File: src/rtl/serial_frame_tx.sv
// Parallel-in, serial-out frame transmitter: start bit (0), WIDTH data bits LSB first,
// stop bit (1), each bit held for BIT_CYCLES clocks. Every output is a flop.
module serial_frame_tx #(
  parameter int WIDTH      = 8,
  parameter int BIT_CYCLES = 4
) (
  input  logic             clk,
  input  logic             rst,
  input  logic             start,
  input  logic [WIDTH-1:0] data_in,
  output logic             ready,
  output logic             serial_out,
  output logic             busy,
  output logic             done
);

  localparam int CW = (BIT_CYCLES > 1) ? $clog2(BIT_CYCLES) : 1;
  localparam int BW = $clog2(WIDTH) + 1;
  localparam logic [CW-1:0] CYC_LAST = CW'(BIT_CYCLES - 1);
  localparam logic [BW-1:0] BIT_LAST = BW'(WIDTH - 1);

  typedef enum logic [1:0] {IDLE, START, DATA, STOP} state_t;

  state_t           state, state_n;
  logic [WIDTH-1:0] shreg, shreg_n, shreg_shift;
  logic [BW-1:0]    bit_idx, bit_idx_n;
  logic [CW-1:0]    cyc_cnt, cyc_cnt_n;
  logic             serial_n, ready_n, busy_n, done_n;
  logic             bit_end;

  assign bit_end     = (cyc_cnt == CYC_LAST);
  assign shreg_shift = shreg >> 1;

  // Outputs are computed for the next cycle so the line changes exactly on bit boundaries.
  always_comb begin
    state_n   = state;
    shreg_n   = shreg;
    bit_idx_n = bit_idx;
    cyc_cnt_n = bit_end ? '0 : cyc_cnt + 1'b1;
    serial_n  = 1'b1;
    ready_n   = 1'b0;
    busy_n    = 1'b1;
    done_n    = 1'b0;
    case (state)
      IDLE: begin
        cyc_cnt_n = '0;
        bit_idx_n = '0;
        busy_n    = 1'b0;
        ready_n   = 1'b1;
        if (start) begin
          state_n  = START;
          shreg_n  = data_in;
          serial_n = 1'b0;
          busy_n   = 1'b1;
          ready_n  = 1'b0;
        end
      end
      START: begin
        serial_n = 1'b0;
        if (bit_end) begin
          state_n   = DATA;
          bit_idx_n = '0;
          serial_n  = shreg[0];
        end
      end
      DATA: begin
        serial_n = shreg[0];
        if (bit_end) begin
          shreg_n = shreg_shift;
          if (bit_idx == BIT_LAST) begin
            state_n  = STOP;
            serial_n = 1'b1;
          end else begin
            bit_idx_n = bit_idx + 1'b1;
            serial_n  = shreg_shift[0];
          end
        end
      end
      STOP: begin
        if (bit_end) begin
          state_n = IDLE;
          busy_n  = 1'b0;
          ready_n = 1'b1;
          done_n  = 1'b1;
        end
      end
      default: begin
        state_n = IDLE;
        busy_n  = 1'b0;
        ready_n = 1'b1;
      end
    endcase
  end

  always_ff @(posedge clk) begin
    if (rst) begin
      state      <= IDLE;
      shreg      <= '0;
      bit_idx    <= '0;
      cyc_cnt    <= '0;
      serial_out <= 1'b1;
      ready      <= 1'b1;
      busy       <= 1'b0;
      done       <= 1'b0;
    end else begin
      state      <= state_n;
      shreg      <= shreg_n;
      bit_idx    <= bit_idx_n;
      cyc_cnt    <= cyc_cnt_n;
      serial_out <= serial_n;
      ready      <= ready_n;
      busy       <= busy_n;
      done       <= done_n;
    end
  end

endmodule

File: config.mk
export PLATFORM = sky130hd
export DESIGN_NAME = serial_frame_tx
export DESIGN_NICKNAME = d
export VERILOG_FILES = /design/src/rtl/serial_frame_tx.sv
export SDC_FILE = /design/constraint.sdc
export NUM_CORES = 1
export LEC_CHECK = 0
export CAP_MARGIN = 20
export CORE_MARGIN = 10
export CORE_UTILIZATION = 47
export CTS_CLUSTER_SIZE = 24
export DETAILED_ROUTE_END_ITERATION = 8
export PLACE_DENSITY = 0.74
export SLEW_MARGIN = 20
export SYNTH_ARGS = -nofsm -noshare
export SYNTH_HDL_FRONTEND = slang
export SYNTH_SLANG_ARGS = --single-unit
File: constraint.sdc
create_clock -name clk -period 1.4 [get_ports clk]
set_input_delay 0.28 -clock clk [delete_from_list [all_inputs] [get_ports clk]]
set_output_delay 0.28 -clock clk [all_outputs]
set_load 0.01 [all_outputs]
==> impl_metrics.toml <==
[run_status]
status = "finished, violations left"
violations = "setup timing"

[layout]
layout.nets = 157
area_delta_synth_final_pct = 52.7
final_area_sq_mm = 0.00154
diodes = 0
final_layout_size_suffix_gt1_share_pct = 46.0

[cts]
path_clk_slew_ns = 0.12
root_buffer = "clkbuf_4"
clock_sinks = 20
htree_num_levels = 1
clockBufferDepth = 2
numCtsBuffers = 3
cts_hold_buf = 0
insertion_delay_ns = 0.31
cts_tree = "built"

[yosys]
syn_area_per_cell_sq_um = 9.80
synthXorXnorAreaFrac_pct = 0.867
synthDistinctLibCells = 39
synthFlopType = "dfxtp_1"
synthMuxAreaShare_pct = 10.0
synth-edff-count = 0
syn-cell-area_sq_mm = 0.00101
yosys_warnings = 0
seq_area_frac_synth_pct = 39.7
synth_compound_area_share_pct = 16.6
ys_seq_elements = 20
synth_cells = 103
synth.net_count = 120
synth_fa_ha_area_share_pct = 7.43
synth_top_family_by_area = "simple AND/OR/NAND/NOR gates"
synthSimpleGateAreaFrac_pct = 20.2
synthArstFlopShare_pct = 0

[routing]
dr_total_vias = 909
first_iter_violations = 42
viasPerCell = 5.48
wl_per_cell_um = 16.3
wl_mm = 2.70
drc = 0
firstDrtPassIters = 4
ant_nets = 0

[worst_setup_path]
reg2reg_slack_ns = -0.19
cp-start-kind = "register"
end_kind = "register"
critPathArrivalTime_ns = 1.83
r2r_cells = 8
required_ns = 1.64
cp_max_fo = 8
path_class = "register to register"
r2r-start = "state[0]"
worstSetupStartpoint = "state[0]"

[sta]
fin_worst_skew_ns = 0.00216
fin_crit_sh_pct = 114
clock.fmax_ghz = 0.628
fin_crit_ns = 1.59
tightest_slew_ns = 0.340
rsz0062_at_grt = "yes"
hold_viol = 0
relSlewSlack_pct = 76.7
holdWs_ns = 0.504
final-setup-viol-count = 15
layout_setup_ws_ns = -0.193
finalMaxSlewViolations = 0

[placed_design]
io_buffers = 14
gp_congestion = 0.741
dpl_cell_area_sq_mm = 0.00130
dp_hpwl_mm = 1.60

[floorplanning]
initial_core_util_pct = 50.4
die_w_um = 66.4
die_y_um = 66.4
core_area_sq_mm = 0.00200
rows = 16
die_area_sq_mm = 0.00440
io_pins = 15

[grt]
gr-usage-all-layers_pct = 12.3
grt_max_degree = 14
use_met2_pct = 20.3
grt_pass1_wl_mm = 4.21
grt_pass1_vias = 915
grt-ovfl-total = 0
grtUsageMet1_pct = 13.3
grt_use_met3_pct = 3.39
busiest_layer = "met2"
antenna_found_initial = 0

[hold_path]
hp-class = "register to register"
hold_depth = 1
hp-start = "cyc_cnt[0]"

[power_and_ir_drop]
p_per_area_mw_per_mm2 = 2330
p_leak_nw = 0.603
peakVddDrop_uv = 1530

[run]
cap_violations = 0
==> state kept, by name (all words and copies together) (netlist names) <==
signal / cells
shreg: 8
bit_idx: 4
cyc_cnt: 2
state: 2
busy: 1
done: 1
ready: 1
serial_out: 1
==> final timing paths <==
check / endpoint
setup / recovery: shreg[3]
hold / removal: cyc_cnt[0]
setup reg to reg: shreg[3]
hold reg to reg: cyc_cnt[0]
==> critical path, cell delays in order (launching register included) <==
cell and delay (ns):
dfxtp_2 0.38, inv_4 0.06, ha_4 0.18, nor2b_4 0.14, buf_6 0.11, nor3_4 0.21
buf_6 0.18, nor2_4 0.04, a211oi_2 0.22
==> placed cells by master, fill, tap and decap left out, types with 3 or more instances in the layout <==
master and count:
buf_4 21, dfxtp_1 18, clkdlybuf4s50_1 10, mux2i_1 9
nor2_1 8, a211oi_2 7, ha_4 4, dlygate4sd2_1 4
a21oi_2 3, nor2_2 3, nor2_4 3, clkbuf_4 3
buf_6 3
==> stage by stage <==
step,utilization (%),setup slack (ns),setup TNS [ns],cells,total power (W)
after CTS,75.1,-0.139,-1.60,165,0.00355
final,77.0,-0.193,-1.92,166,0.00359
after floorplan,-,-0.0591,-0.414,103,0.00197
after detailed placement,64.9,-0.304,-2.91,152,0.00244
after global placement,64.9,-0.260,-2.35,152,0.00240
after global routing,77.0,-0.267,-2.77,166,0.00383
==> per-layer routing <==
metal | wire (um) | up-vias
li1 | - | 444
met1 | 1100 | 437
met2 | 1430 | 21
met3 | 120 | 7
met4 | 56 | 0
met5 | 0 | -
==> report_power, final <==
group	total, W	leakage (nW)	internal (W)	switching [W]
Clock	0.000485	0.0279	0.000290	0.000195
Combinational	0.00223	0.410	0.00119	0.00104
Sequential	0.000878	0.166	0.000748	0.000130
Total	0.00359	0.603	0.00223	0.00136
==> kinds of logic (layout without fill, tap and decap cells) <==
logic type                 after synthesis  in the layout
DFF                                     20             20
buffers and inverters                    9             45
and+or+nand+nor                         34             34
xor gates and xnor gates                 1              1
adders and majority gates                6              6
muxes                                   10             10
AOI/OAI and AO/OA                       23             23
==> repair_timing <==
action / in CTS / in global routing
endpoints found under the setup margin: 20 / 16
setup buffers: 8 / 3
pin swaps: 10 / 10
resized for setup: 23 / 14
cloned: 1 / 0
==> synth_stat cells, types with 2 or more instances <==
cell type	number	share of area (%)
mux2i_1	9	8.9
buf_4	3	2.2
nand2b_1	2	1.2
nand2_1	2	0.74
nor2_1	14	5.2
nor3_1	2	0.99
a211oi_2	2	2.5
ha_1	6	7.4
inv_1	3	1.1
clkbuf_1	2	0.74
a21oi_1	5	2.5
nand3_1	2	0.99
o21ai_1	2	0.99
dfxtp_1	20	40
a211oi_1	5	3.7
==> final cells by class <==
| cell class | instances | area (sq um) |
|---|---|---|
| multi-input cells | 74 | 707 |
| fillers | 137 | 460 |
| flip-flops and latches | 20 | 405 |
| repair buffers | 38 | 327 |
| well taps | 27 | 33.8 |
| clock inverters | 1 | 30.0 |
| clock buffers | 3 | 22.5 |
| inverters | 3 | 16.3 |
Power figures use the tool's default switching activity.
